## src/rtl/vid_pkg.sv

```systemverilog
// vid_pkg -- shared definitions for the colour-bar video generator.
//   * default 1080p timing constants
//   * 10-bit BT.709 legal-range Y/Cb/Cr values for the eight 75% bars and blanking
//   * horizontal state enum and TRS word constants
//   * bar_colour(): bar index -> Y/Cb/Cr triple
package vid_pkg;

  // Default timing (1920x1080 progressive, 2200x1125 total)
  localparam int H_ACTIVE_DEF = 1920;
  localparam int H_TOTAL_DEF  = 2200;
  localparam int V_ACTIVE_DEF = 1080;
  localparam int V_TOTAL_DEF  = 1125;

  typedef enum logic [1:0] {H_ACT, H_EAV, H_BLK, H_SAV} h_state_t;

  typedef struct packed {
    logic [9:0] y;
    logic [9:0] cb;
    logic [9:0] cr;
  } ycbcr_t;

  // 75% colour bars, 10-bit legal range
  localparam ycbcr_t C_WHITE   = '{y: 10'h2D1, cb: 10'h200, cr: 10'h200};
  localparam ycbcr_t C_YELLOW  = '{y: 10'h2A2, cb: 10'h0B0, cr: 10'h21F};
  localparam ycbcr_t C_CYAN    = '{y: 10'h245, cb: 10'h24D, cr: 10'h0B0};
  localparam ycbcr_t C_GREEN   = '{y: 10'h216, cb: 10'h0FD, cr: 10'h0CF};
  localparam ycbcr_t C_MAGENTA = '{y: 10'h0FB, cb: 10'h303, cr: 10'h331};
  localparam ycbcr_t C_RED     = '{y: 10'h0CC, cb: 10'h1B3, cr: 10'h350};
  localparam ycbcr_t C_BLUE    = '{y: 10'h06F, cb: 10'h350, cr: 10'h1E1};
  localparam ycbcr_t C_BLACK   = '{y: 10'h040, cb: 10'h200, cr: 10'h200};

  // Blanking level
  localparam logic [9:0] BLANK_Y = 10'h040;
  localparam logic [9:0] BLANK_C = 10'h200;

  // TRS preamble words; the fourth word is the XYZ status word
  localparam logic [9:0] TRS_WORD0  = 10'h3FF;
  localparam logic [9:0] TRS_WORD12 = 10'h000;

  // {F,V,H,T} while the generator is stopped or in reset
  localparam logic [3:0] FVHT_IDLE = 4'b0110;

  // Bar index 0..7 (left to right) to colour
  function automatic ycbcr_t bar_colour(input logic [2:0] idx);
    case (idx)
      3'd0:    return C_WHITE;
      3'd1:    return C_YELLOW;
      3'd2:    return C_CYAN;
      3'd3:    return C_GREEN;
      3'd4:    return C_MAGENTA;
      3'd5:    return C_RED;
      3'd6:    return C_BLUE;
      default: return C_BLACK;
    endcase
  endfunction

endpackage

```

## src/rtl/vid_trs_enc.sv

```systemverilog
// vid_trs_enc -- combinational TRS word encoder.
// Ports:
//   f_i, v_i, hx_i : field, vertical blank, EAV(1)/SAV(0) flag
//   word_i         : word index 0..3 within the TRS
//   trs_o          : 10-bit TRS word (3FF, 000, 000, XYZ)
module vid_trs_enc
  import vid_pkg::*;
(
  input  logic       f_i,
  input  logic       v_i,
  input  logic       hx_i,
  input  logic [1:0] word_i,
  output logic [9:0] trs_o
);

  // Select preamble or XYZ; XYZ carries protection bits P3..P0
  always_comb begin
    case (word_i)
      2'd0:    trs_o = TRS_WORD0;
      2'd1:    trs_o = TRS_WORD12;
      2'd2:    trs_o = TRS_WORD12;
      2'd3:    trs_o = {1'b1, f_i, v_i, hx_i,
                        v_i ^ hx_i, f_i ^ hx_i, f_i ^ v_i, f_i ^ v_i ^ hx_i,
                        2'b00};
      default: trs_o = TRS_WORD12;
    endcase
  end

endmodule

```

## src/rtl/vid_bars_gen.sv

```systemverilog
// vid_bars_gen -- 4:2:2 colour-bar test pattern generator with SAV/EAV TRS.
// Ports:
//   clk_i        video clock
//   rst_n_i      async active-low reset (deassertion synchronised internally)
//   cen_i        clock enable, all generator state advances only when high
//   run_i        run; low holds counters and drives blanking
//   vdat_bars_o  {luma[19:10], chroma[9:0]}, Cb on even / Cr on odd samples
//   fvht_o       {F,V,H,T} timing flags, sample-aligned with vdat_bars_o
//   sof_o        one-sample pulse on first active sample of a frame
//   x_o, y_o     active pixel/line coordinates (macro VID_BARS_GEN_COORD_EN),
//                otherwise tied to zero
// All outputs are registered, one enabled clock after the counter state they
// describe.
module vid_bars_gen
  import vid_pkg::*;
#(
  parameter int H_ACTIVE = H_ACTIVE_DEF,
  parameter int H_TOTAL  = H_TOTAL_DEF,
  parameter int V_ACTIVE = V_ACTIVE_DEF,
  parameter int V_TOTAL  = V_TOTAL_DEF
) (
  input  logic        clk_i,
  input  logic        rst_n_i,
  input  logic        cen_i,
  input  logic        run_i,
  output logic [19:0] vdat_bars_o,
  output logic [3:0]  fvht_o,
  output logic        sof_o,
  output logic [11:0] x_o,
  output logic [10:0] y_o
);

  localparam int BAR_W = H_ACTIVE / 8;
  // TRS word index is the low two bits of the offset into the TRS slot
  localparam logic [1:0] EAV_OFS = 2'(H_ACTIVE);
  localparam logic [1:0] SAV_OFS = 2'(H_TOTAL - 4);

  logic [1:0]  rst_sync_q;
  logic        adv_en;
  logic [11:0] h_cnt_q, h_cnt_d;
  logic [10:0] v_cnt_q, v_cnt_d;
  h_state_t    h_state_q, h_state_d;
  logic [19:0] vdat_q, vdat_d;
  logic [3:0]  fvht_q, fvht_d;
  logic        sof_q, sof_d;
  logic        v_blank, h_blank, is_trs;
  logic [1:0]  trs_idx;
  logic [9:0]  trs_word;
  logic [2:0]  bar_idx;
  ycbcr_t      bar_c;

  // Reset synchroniser: free-running so release timing does not depend on cen_i
  always_ff @(posedge clk_i or negedge rst_n_i) begin
    if (!rst_n_i) rst_sync_q <= 2'b00;
    else          rst_sync_q <= {rst_sync_q[0], 1'b1};
  end

  assign adv_en = cen_i & rst_sync_q[1];

  // Next counter values with wrap at the line and frame ends
  always_comb begin
    h_cnt_d = h_cnt_q + 12'd1;
    v_cnt_d = v_cnt_q;
    if (h_cnt_q == 12'(H_TOTAL - 1)) begin
      h_cnt_d = 12'd0;
      if (v_cnt_q == 11'(V_TOTAL - 1)) v_cnt_d = 11'd0;
      else                             v_cnt_d = v_cnt_q + 11'd1;
    end else begin
      v_cnt_d = v_cnt_q;
    end
  end

  // Horizontal state transitions, only at region boundaries
  always_comb begin
    h_state_d = h_state_q;
    case (h_state_q)
      H_ACT:   if (h_cnt_q == 12'(H_ACTIVE - 1)) h_state_d = H_EAV; else h_state_d = H_ACT;
      H_EAV:   if (h_cnt_q == 12'(H_ACTIVE + 3)) h_state_d = H_BLK; else h_state_d = H_EAV;
      H_BLK:   if (h_cnt_q == 12'(H_TOTAL - 5))  h_state_d = H_SAV; else h_state_d = H_BLK;
      H_SAV:   if (h_cnt_q == 12'(H_TOTAL - 1))  h_state_d = H_ACT; else h_state_d = H_SAV;
      default: h_state_d = H_ACT;
    endcase
  end

  assign v_blank = (v_cnt_q >= 11'(V_ACTIVE));
  assign h_blank = (h_state_q != H_ACT);
  assign is_trs  = (h_state_q == H_EAV) || (h_state_q == H_SAV);
  assign trs_idx = (h_state_q == H_EAV) ? (h_cnt_q[1:0] - EAV_OFS)
                                        : (h_cnt_q[1:0] - SAV_OFS);

  vid_trs_enc u_trs_enc (
    .f_i    (1'b0),
    .v_i    (v_blank),
    .hx_i   (h_state_q == H_EAV),
    .word_i (trs_idx),
    .trs_o  (trs_word)
  );

  // Bar index: count how many bar boundaries lie at or left of h_cnt
  always_comb begin
    bar_idx = 3'd0;
    for (int k = 1; k < 8; k++) begin
      if (h_cnt_q >= 12'(k * BAR_W)) bar_idx = 3'(k);
      else                           bar_idx = bar_idx;
    end
  end

  assign bar_c = bar_colour(bar_idx);

  // Output word and timing flags for the current counter state
  always_comb begin
    if (is_trs) begin
      vdat_d = {trs_word, trs_word};
    end else if (h_blank || v_blank) begin
      vdat_d = {BLANK_Y, BLANK_C};
    end else begin
      vdat_d = {bar_c.y, h_cnt_q[0] ? bar_c.cr : bar_c.cb};
    end
    fvht_d = {1'b0, v_blank, h_blank, is_trs};
    sof_d  = (h_cnt_q == 12'd0) && (v_cnt_q == 11'd0);
  end

  // Counters, horizontal FSM and registered outputs
  always_ff @(posedge clk_i or negedge rst_n_i) begin
    if (!rst_n_i) begin
      h_cnt_q   <= 12'd0;
      v_cnt_q   <= 11'(V_ACTIVE);
      h_state_q <= H_ACT;
      vdat_q    <= {BLANK_Y, BLANK_C};
      fvht_q    <= FVHT_IDLE;
      sof_q     <= 1'b0;
    end else if (adv_en) begin
      if (run_i) begin
        h_cnt_q   <= h_cnt_d;
        v_cnt_q   <= v_cnt_d;
        h_state_q <= h_state_d;
        vdat_q    <= vdat_d;
        fvht_q    <= fvht_d;
        sof_q     <= sof_d;
      end else begin
        vdat_q <= {BLANK_Y, BLANK_C};
        fvht_q <= FVHT_IDLE;
        sof_q  <= 1'b0;
      end
    end
  end

  assign vdat_bars_o = vdat_q;
  assign fvht_o      = fvht_q;
  assign sof_o       = sof_q;

`ifdef VID_BARS_GEN_COORD_EN
  logic [11:0] x_q;
  logic [10:0] y_q;

  // Capture coordinates of active samples; blanking keeps the last active ones
  always_ff @(posedge clk_i or negedge rst_n_i) begin
    if (!rst_n_i) begin
      x_q <= 12'd0;
      y_q <= 11'd0;
    end else if (adv_en && run_i && !h_blank && !v_blank) begin
      x_q <= h_cnt_q;
      y_q <= v_cnt_q;
    end
  end

  assign x_o = x_q;
  assign y_o = y_q;
`else
  assign x_o = 12'd0;
  assign y_o = 11'd0;
`endif

endmodule

```

## config.mk

```make
export PLATFORM = sky130hd
export DESIGN_NAME = vid_bars_gen
export DESIGN_NICKNAME = d
export VERILOG_FILES = /design/src/rtl/vid_pkg.sv /design/src/rtl/vid_trs_enc.sv /design/src/rtl/vid_bars_gen.sv
export SDC_FILE = /design/constraint.sdc
export NUM_CORES = 1
export LEC_CHECK = 0
export ABC_AREA = 1
export CAP_MARGIN = 20
export CORE_MARGIN = 4
export CORE_UTILIZATION = 54
export CTS_BUF_LIST = sky130_fd_sc_hd__clkbuf_8 sky130_fd_sc_hd__clkbuf_16
export CTS_CLUSTER_SIZE = 12
export DETAILED_ROUTE_END_ITERATION = 8
export PLACE_DENSITY = 0.79
export SYNTH_ARGS = -nofsm -noshare
export SYNTH_HDL_FRONTEND = slang
export SYNTH_SLANG_ARGS = --single-unit
export TNS_END_PERCENT = 100
```

## constraint.sdc

```tcl
create_clock -name clk_i -period 2.2 [get_ports clk_i]
set_clock_uncertainty 0.2 [all_clocks]
set_input_delay 0.44 -clock clk_i [delete_from_list [all_inputs] [get_ports clk_i]]
set_output_delay 0.44 -clock clk_i [all_outputs]
set_load 0.05 [all_outputs]
```

Word level (Yosys, flattened, before mapping). Index checks and enable logic that the tools add are counted.

Flip-flop bits (word level): 52. Output and inout port bits: 48. Logic and storage cells: 70.

Add/sub/neg operators: 2. Order comparisons: 8. Equal/unequal tests: 17. Muxes and demuxes: 22. Bitwise logic cells: 2. Reductions and logical operators: 12.

Operators by type and width (number): 30-bit one-hot mux with 7 select lines (1); 20-bit two-way mux (3); 12-bit by 11-bit greater-or-equal comparator with 1-bit output, second input constant (3); 10-bit one-hot mux with 3 select lines (1); 12-bit by 11-bit equality test with 1-bit output, second input constant (2); 12-bit equality test, second input constant (2); 12-bit by 10-bit greater-or-equal comparator with 1-bit output, second input constant (2); 3-bit two-way mux (7); 12-bit by 1-bit adder with 12-bit output, second input constant (1); 12-bit by 8-bit greater-or-equal comparator with 1-bit output, second input constant (1); 12-bit by 9-bit greater-or-equal comparator with 1-bit output, second input constant (1); 12-bit logical NOT (1); 12-bit two-way mux (1); 11-bit by 1-bit adder with 11-bit output, second input constant (1); 11-bit equality test, second input constant (1); 11-bit greater-or-equal comparator, second input constant (1); 11-bit logical NOT (1); 11-bit two-way mux (1); 10-bit two-way mux (1); 3-bit equality test, second input constant (3); 2-bit equality test, second input constant (4); 2-bit one-hot mux with 4 select lines (1); 3-bit by 2-bit equality test with 1-bit output, second input constant (2); 2-bit by 1-bit equality test with 1-bit output, second input constant (2); other kinds (13) (19).

Logic depth before layout (Yosys ltp). Gate-level depths: netlist (run 1).

Word-level depth: 14. Gate-level depth with buffers: 18. Mapped depth without buffers: 17.

By module. Synthesis (run 1) repeated with hierarchy kept, for this count alone.

Cells, all modules: 423. Area, all modules: 3208.1 µm².

By module, submodules not included: vid_bars_gen (times used 1, cells an instance 391, area an instance 3044.2 µm², sequential area each 1286.2 µm²); vid_trs_enc (times used 1, cells an instance 32, area an instance 163.9 µm², sequential area each 0.0 µm²).

Least setup slack after synthesis (run 1). Ideal clock, no wire load.

Path type: reg2reg. From: register h_cnt_q[0]. To: register v_cnt_q[9]. Library setup time: 0.123 ns. Arrival time: 1.642 ns. Path slack: 0.235 ns. Stages on the path, launching flop included: 11. Period minus slack after synthesis: 1.965 ns. Cells stage by stage: dfrtp_1 -> ha_1 -> inv_2 -> or2_4 -> nor3_4 -> nand3_4 -> nor2_4 -> nand3_2 -> nor2_1 -> nand2_1 -> xnor2_1.

Word-level cells in the longest chain between the ends: 2.

Ends and longest elaborated chain: start, declared (RTL line vid_bars_gen.sv:40) `logic [11:0] h_cnt_q, h_cnt_d;`; start signal, assigned (RTL line vid_bars_gen.sv:134) `h_cnt_q <= h_cnt_d;`; 12-bit equality test (RTL line vid_bars_gen.sv:64) `if (h_cnt_q == 12'(H_TOTAL - 1)) begin`; 3-bit AND reduction (no source line); end signal, assigned (RTL line vid_bars_gen.sv:127) `v_cnt_q <= 11'(V_ACTIVE);`; end signal, assigned (RTL line vid_bars_gen.sv:135) `v_cnt_q <= v_cnt_d;`; end, declared (RTL line vid_bars_gen.sv:41) `logic [10:0] v_cnt_q, v_cnt_d;`.

No other way between the ends. A chain may end at the register's enable or synchronous reset.

Final worst setup path (run 1).
From: register vdat_q[6] (netlist: vdat_bars_o[6]). To: output vdat_bars_o[6].

RTL lines: start, declared (RTL line vid_bars_gen.sv:43) `logic [19:0] vdat_q, vdat_d;`; start signal, assigned (RTL line vid_bars_gen.sv:129) `vdat_q <= {BLANK_Y, BLANK_C};`; start signal, assigned (RTL line vid_bars_gen.sv:137) `vdat_q <= vdat_d;`; start signal, assigned (RTL line vid_bars_gen.sv:141) `vdat_q <= {BLANK_Y, BLANK_C};`; end, declared (RTL line vid_bars_gen.sv:26) `output logic [19:0] vdat_bars_o,`.

No word-level cell between the ends.

==> summary.md, run 1 <==
| Metric | Value |
|---|---|
| Clk sink count | `51` |
| Final weighted congestion of routability-driven global placement | `between 0.9 and 1` |
| Largest fanout of any net on the critical path | `2` |
| TritonCTS clock tree | `done` |
| Sequential fraction of the synthesis area | `between 40% and 50%` |
| Fmax achieved | `approximately 470 MHz` |
| Post-synth top cells | `86 x nand2_1, 48 x inv_1, 43 x dfrtp_1, 41 x nor2_1, 28 x a21oi_1` |
| Primary flip-flop cell chosen by synthesis mapping | `dfrtp_1` |
| Slew of the pin with the lowest slew margin | `0.504 ns` |
| Mean instance size in the synthesized netlist | `a little under 8 sq um` |
| Total routing resource utilization after global routing | `about a fifth` |
| Vias | `between 2000 and 3000` |
| Async S/R FF share, synth | `100%` |
| Overall die width | `84.3 um` |
| Number of antenna violations at the first check in global routing | `0` |
| Row Count | `27` |
| Synth top area cells | `dfrtp_1 34%, nand2_1 10%, dfstp_2 6.7%` |
| Maximum vdd ir drop | `between 500 and 600 uV` |
| Post-Route Setup TNS | `0 ns` |
| Synthesized instance count | `approximately 400` |
| Pin count of the biggest net entering global routing | `26` |
| Total congestion overflow after global routing | `0` |
| Relative slew slack | `roughly two thirds` |
| Critical path arrival | `roughly 1.5 ns` |
| Total Power | `roughly 3100 uW` |
| Post-layout util | `between 60 and 70%` |
| Setup repair after global routing missed its margin | `yes` |
| HPWL Detailed | `roughly 5600 um` |
| Share of the clock period used by the worst path | `a little over nine tenths` |
| Dominant cell by count in the synthesized netlist | `nand2_1` |
| Synthesized area | `between 3000 and 4000 sq um` |
| Die area | `~7100 sq um` |
| MaxCap Viol Count | `0` |
| Result of the run | `finished clean` |
| Pwr/cell area | `815 nW/um^2` |
| Max-slew violations | `0` |
| Total iterations of the first detailed-routing run | `6` |
| Clock latency of the later-clocked register in the worst-skew pair | `~0.31 ns` |
| Data required time of the worst path | `approximately 1.6 ns` |
| Count of input and output buffers | `27` |
| Clock period minus final worst setup slack | `roughly 2.1 ns` |
| Fraction of final layout cells with drive strength greater than 1 | `22.9%` |
| Placed cell area | `between 3000 and 4000 sq um` |
| Core region area | `5570 sq um` |
| Finished Cell Area | `3840 sq um` |
| Worst Path Class, Setup | `flop to output pin` |
| Final Hold Violating Endpoints | `0` |
| Post-synthesis register bit count | `51` |
| Critical Path, Cell by Cell | `clkdlybuf4s50_1` |
| CTS root buffer | `clkbuf_8` |
| CTS buffer count | `5` |
| I/O pin count | `between 50 and 60` |
| Worst-path cell with the longest stage delay | `clkdlybuf4s50_1` |
| Floorplan die height | `about 84 um` |
| Layout area overhead | `22.1%` |
| Initial core utilization | `between 50% and 60%` |
| Maximum clock path buffer count | `2` |
| Number of nets in the final layout | `about 480` |
| Number of different library cells in the post-synthesis netlist | `42` |
| Vias in the first global route | `2706` |
| Bufs and invs on worst path | `1` |
| Inserted Diodes | `0` |
| Yosys top cell area share | `between 30 and 40%` |
| Startpoint Class | `flop` |
| Total Routed Length | `7240 um` |
| Category of cells accounting for the largest share of critical-path delay | `buffers and inverters` |
| Routed Antenna Nets | `0` |
| Via-to-Cell Ratio | `around 5.2` |
| Library cell occupying the most area in the post-synthesis netlist | `dfrtp_1` |
| Global-route wire length before repair | `11900 um` |
| Violation count after the first detailed-routing iteration | `202` |
| H-tree levels | `2` |
| Longest individual stage delay on the worst path | `between 0.8 and 0.9 ns` |
| DR DRC count | `0` |
| Synthesis warning total | `0` |
| Final number of setup-violating endpoints | `0` |
| Clock transition at the register clock pins on the worst setup and hold paths after CTS | `0.10 ns` |
| Number of enable-type register cells in the synthesized netlist | `0` |
| Per-cell routed wire length | `roughly 13 um` |
| CP endpoint kind | `output pin` |
| Path category of the worst min-delay check | `flop to flop` |
| Pleak | `around 0.0019 uW` |
==> logic make-up (layout without fill, tap and decap cells) <==
logic type               count (synthesis)  count (layout)  synth area share, %
buffers and inverters                   88             134                 14.0
AND/OR/NAND/NOR                        184             184                 27.9
AO/OA/AOI/OAI                           68              68                 12.3
flip-flops                              51              51                 40.9
adder cells (fa/ha/maj)                  4               4                 1.59
XOR/XNOR                                11              11                 3.06
other                                    2              25                0.239
==> path summary, 6_finish.rpt <==
check / start / to / slack (ns) / cells past startpoint
worst min register to register: rst_sync_q[0]$_DFF_PN0_ / rst_sync_q[1]$_DFF_PN0_ / 0.16 / 0
min in group asynchronous: rst_n_i / vdat_bars_o[19]$_DFFE_PN0P_ / 0.35 / 2
worst max register to register: h_cnt_q[0]$_DFFE_PN0P_ / v_cnt_q[8]$_DFFE_PN0P_ / 0.11 / 9
worst min-delay path: rst_sync_q[0]$_DFF_PN0_ / rst_sync_q[1]$_DFF_PN0_ / 0.16 / 0
worst max-delay path: vdat_bars_o[6]$_DFFE_PN0P_ / vdat_bars_o[6] / 0.07 / 1
max in group asynchronous: rst_n_i / fvht_o[1]$_DFFE_PN1P_ / 0.89 / 3
==> placed cells by master, fill, tap and decap left out, drive strengths merged, types with 2 or more instances in the layout <==
| master | count |
|---|---|
| nor3 | 6 |
| o21ai | 26 |
| conb | 25 |
| buf | 47 |
| clkdlybuf4s50 | 21 |
| clkinvlp | 2 |
| a21oi | 28 |
| nor4 | 4 |
| clkbuf | 5 |
| o22ai | 2 |
| nor2 | 49 |
| dfstp | 8 |
| a211oi | 3 |
| a32o | 2 |
| nand4 | 7 |
| xor2 | 10 |
| nand3 | 20 |
| ha | 4 |
| inv | 56 |
| nand2 | 94 |
| nor3b | 2 |
| dfrtp | 43 |
==> sequential cells by signal, indices dropped and copies added, names as in the netlist <==
| name | flops |
|---|---|
| vdat_bars_o | 20 |
| h_cnt_q | 12 |
| v_cnt_q | 11 |
| fvht_o | 3 |
| h_state_q | 2 |
| rst_sync_q | 2 |
| sof_o | 1 |
==> layout make-up <==
class                           count  area, sq um
Inverter                           56          214
Multi-Input combinational cell    292         1530
Fill cell                         453         1730
Tap cell                           72         90.1
Sequential cell                    51         1290
Clock buffer                        5         68.8
Timing Repair Buffer               70          599
Clock inverter                      3         46.3
==> where the power goes <==
| group | internal (uW) | switching (uW) | total [uW] |
|---|---|---|---|
| clock network | 343 | 325 | 668 |
| registers | 1100 | 121 | 1220 |
| logic | 396 | 845 | 1240 |
==> routing by layer <==
| metal | vias up | GRT usage (%) | routed length (um) |
|---|---|---|---|
| li1 | 1399 | - | - |
| met1 | 1375 | 25.1 | 3090 |
| met2 | 96 | 35.0 | 3640 |
| met3 | 12 | 3.93 | 384 |
| met4 | 0 | 7.34 | 129 |
| met5 | - | 0 | 0 |
==> per-stage QoR <==
step,worst slack (ns),std cells,hold slack (ns)
5_1_grt,-0.0254,549,0.181
4_1_cts,0.0402,539,0.160
3_3_place_gp,-0.186,530,0.132
3_5_place_dp,-0.294,530,0.137
2_1_floorplan,0.235,431,-0.0556
6_report,0.0707,549,0.158
==> what timing repair did <==
action / CTS / global route
gates resized for setup: 0 / 16
endpoints found under the hold margin: 13 / 0
setup buffers: 0 / 10
setup endpoints to repair: 0 / 20
hold buffers: 1 / 0
Power figures use the tool's default switching activity.
==> run 2, diff against run 1 <==
- CTS_BUF_LIST: sky130_fd_sc_hd__clkbuf_8 sky130_fd_sc_hd__clkbuf_16 -> unset
==> results of run 2 <==
Final layout, timing and power as in run 1 (identical DEF).
==> run 3, diff against run 2 <==
--- a/config.mk
+++ b/config.mk
@@ -13,2 +13,3 @@
 export DETAILED_ROUTE_END_ITERATION = 8
+export HOLD_SLACK_MARGIN = 0.1
 export PLACE_DENSITY = 0.79
==> constraint.sdc (replaced) <==
create_clock -name clk_i -period 2.2 [get_ports clk_i]
set_clock_uncertainty 0.2 [all_clocks]
set_input_delay 0.66 -clock clk_i [delete_from_list [all_inputs] [get_ports clk_i]]
set_output_delay 0.66 -clock clk_i [all_outputs]
set_load 0.05 [all_outputs]
==> run 3 against run 2 <==
Against the previous run:
- first-iteration DRC count fell by 2.0%
- core utilization fell by 0.47 points
- global-route usage rose by 0.97 points
- critical endpoint is now vdat_bars_o[4]$_DFFE_PN0P_
==> summary.md, run 3 (synthesis results as in run 1) <==
| Metric | Value |
|---|---|
| Fraction of final layout cells with drive strength greater than 1 | `27.6% (was 22.9%)` |
| Floorplan die height | `84.3 um (unchanged)` |
| Most frequent cell on the critical path | `nand2_1` |
| Category of cells accounting for the largest share of critical-path delay | `simple AND/OR/NAND/NOR gates (was buffers and inverters)` |
| Per-cell routed wire length | `13.9 um (was 13.2 um)` |
| Vias | `2918 (was 2882)` |
| Share of the clock period used by the worst path | `96.0% (was 96.8%)` |
| Number of nets in the final layout | `482 (was 484)` |
| Row Count | `27 (unchanged)` |
| Clock transition at the register clock pins on the worst setup and hold paths after CTS | `0.09 ns (was 0.10 ns)` |
| Area of the multi-input gates | `1550 sq um (was 1530 sq um)` |
| Worst-path cell with the longest stage delay | `dfrtp_1 (was clkdlybuf4s50_1)` |
| Total Power | `3030 uW (was 3130 uW)` |
| Critical path arrival | `2.11 ns (was 1.49 ns)` |
| Clock latency of the later-clocked register in the worst-skew pair | `0.30 ns (was 0.31 ns)` |
| Total routing resource utilization after global routing | `21.2% (was 20.2%)` |
| Area occupied by registers | `1290 sq um (unchanged)` |
| Path category of the worst min-delay check | `primary input to async pin (was flop to flop)` |
| Relative slew slack | `66.8% (was 66.3%)` |
| Total congestion overflow after global routing | `0 (unchanged)` |
| Result of the run | `finished clean (unchanged)` |
| Maximum clock path buffer count | `2 (unchanged)` |
| Largest fanout of any net on the critical path | `6 (was 2)` |
| Slew of the pin with the lowest slew margin | `0.494 ns (was 0.504 ns)` |
| HPWL Detailed | `5780 um (was 5570 um)` |
| Vias in the first global route | `2799 (was 2706)` |
| Inserted Diodes | `0 (unchanged)` |
| Max-slew violations | `0 (unchanged)` |
| Critical Path, Cell by Cell | `inv_2 -> nand2_2 -> nor2_2 -> nand2_1 -> nand2_1 -> nand2_1 -> nand2_2 -> nand2_1 -> nand2_2 -> nand2_4 -> inv_2 -> nand3_1 -> nand3_2 -> nand2_1 -> nand2_1 -> nand2_1 (was clkdlybuf4s50_1)` |
| TritonCTS clock tree | `done (unchanged)` |
| Startpoint Class | `flop (unchanged)` |
| Bufs and invs on worst path | `2 (was 1)` |
| DR DRC count | `0 (unchanged)` |
| Number of flip-flops in the largest register | `20 (unchanged)` |
| CTS buffer count | `5 (unchanged)` |
| Slack of the worst reg-to-reg path | `0.09 ns (was 0.11 ns)` |
| Global-route wire length before repair | `12500 um (was 11900 um)` |
| Data required time of the worst path | `2.20 ns (was 1.56 ns)` |
| FILL cells | `462 (was 453)` |
| Clock period minus final worst setup slack | `2.11 ns (was 2.13 ns)` |
| Pin count of the biggest net entering global routing | `52 (was 26)` |
| Violation count after the first detailed-routing iteration | `198 (was 202)` |
| Maximum vdd ir drop | `520 uV (was 510 uV)` |
| CTS root buffer | `clkbuf_8 (unchanged)` |
| Leading cell type in the layout, fill and taps excluded | `nand2_1 (unchanged)` |
| Post-layout util | `68.4% (was 68.9%)` |
| Setup repair after global routing missed its margin | `yes (unchanged)` |
| Clk sink count | `51 (unchanged)` |
| Count of input and output buffers | `27 (unchanged)` |
| Layout area overhead | `21.2% (was 22.1%)` |
| Longest individual stage delay on the worst path | `0.43 ns (was 0.81 ns)` |
| Total iterations of the first detailed-routing run | `5 (was 6)` |
| I/O pin count | `52 (unchanged)` |
| Final weighted congestion of routability-driven global placement | `0.901 (was 0.923)` |
| Number of antenna violations at the first check in global routing | `0 (unchanged)` |
| MaxCap Viol Count | `0 (unchanged)` |
| Core region area | `5570 sq um (unchanged)` |
| Via-to-Cell Ratio | `5.33 (was 5.25)` |
| Pleak | `0.00198 uW (was 0.00193 uW)` |
| Routed Antenna Nets | `0 (unchanged)` |
| H-tree levels | `2 (unchanged)` |
| Final Hold Violating Endpoints | `0 (unchanged)` |
| Initial core utilization | `56.5% (unchanged)` |
| CP endpoint kind | `flop (was output pin)` |
| Overall die width | `84.3 um (unchanged)` |
| Final Non-Filler Cells | `547 (was 549)` |
| Commonest cells after routing, fill and taps aside | `85 x nand2_1, 59 x buf_4, 44 x inv_1 (was 85 x nand2_1, 45 x inv_1, 44 x buf_4)` |
| Number of buffers inserted by hold repair at cts | `0 (was 1)` |
| Die area | `7110 sq um (unchanged)` |
| Total Routed Length | `7620 um (was 7240 um)` |
| Pwr/cell area | `794 nW/um^2 (was 815 nW/um^2)` |
| Worst Path Class, Setup | `flop to flop (was flop to output pin)` |
| Final number of setup-violating endpoints | `0 (unchanged)` |
| Fmax achieved | `473 MHz (was 470 MHz)` |
| Placed cell count | `531 (was 530)` |
-- run 3: final cells by class --
type,count,area share [%]
Sequential cell,51,33.8
Inverter,56,5.51
Timing Repair Buffer,68,15.2
Clock buffer,7,2.26
Tap cell,72,2.36
Clock inverter,1,0.230
Multi-Input combinational cell,292,40.6
-- run 3: where the power goes --
| part | leakage, uW | switching, uW | total, uW | internal (uW) |
|---|---|---|---|---|
| Clock | 0.0000484 | 305 | 564 | 258 |
| Sequential | 0.000602 | 125 | 1230 | 1100 |
| Combinational | 0.00133 | 858 | 1240 | 379 |
| Total | 0.00198 | 1290 | 3030 | 1740 |
-- run 3: path summary, 6_finish.rpt --
kind                                              start                          to  depth (start not counted)
worst max-delay path            h_cnt_q[11]$_DFFE_PN0P_  vdat_bars_o[4]$_DFFE_PN0P_                         16
worst min-delay path                            rst_n_i  vdat_bars_o[7]$_DFFE_PN0P_                          2
worst max register to register  h_cnt_q[11]$_DFFE_PN0P_  vdat_bars_o[4]$_DFFE_PN0P_                         16
worst min register to register  rst_sync_q[0]$_DFF_PN0_     rst_sync_q[1]$_DFF_PN0_                          0
max in group asynchronous                       rst_n_i       fvht_o[2]$_DFFE_PN1P_                          2
min in group clk_i              rst_sync_q[0]$_DFF_PN0_     rst_sync_q[1]$_DFF_PN0_                          0
-- run 3: layer usage --
layer | global-route usage (%) | wire (um) | up-vias | part of all wire, %
met5 | 0 | 0 | - | 0
met4 | 8.63 | 230 | 0 | 3.0
met3 | 4.12 | 478 | 27 | 6.3
met2 | 36.1 | 3770 | 118 | 50
met1 | 26.4 | 3140 | 1381 | 41
li1 | - | - | 1392 | -
-- run 3: repair_timing --
| item | 4_1_cts | 5_1_grt |
|---|---|---|
| gates resized for setup | 9 | 14 |
| pin swaps | 3 | 8 |
| buffers inserted | 3 | 5 |
| setup endpoints to repair | 12 | 21 |
-- run 3: stage by stage --
stage / area, sq um / hold slack (ns) / setup WS [ns] / setup TNS [ns]
4_1_cts: 3750 / 0.144 / 0.0248 / 0
2_1_floorplan: 3230 / 0.131 / 0.0558 / 0
3_5_place_dp: 3610 / 0.147 / -0.516 / -10.93
6_report: 3810 / 0.137 / 0.0873 / 0
5_1_grt: 3810 / 0.158 / -0.101 / -0.317
3_3_place_gp: 3610 / 0.135 / -0.409 / -7.23
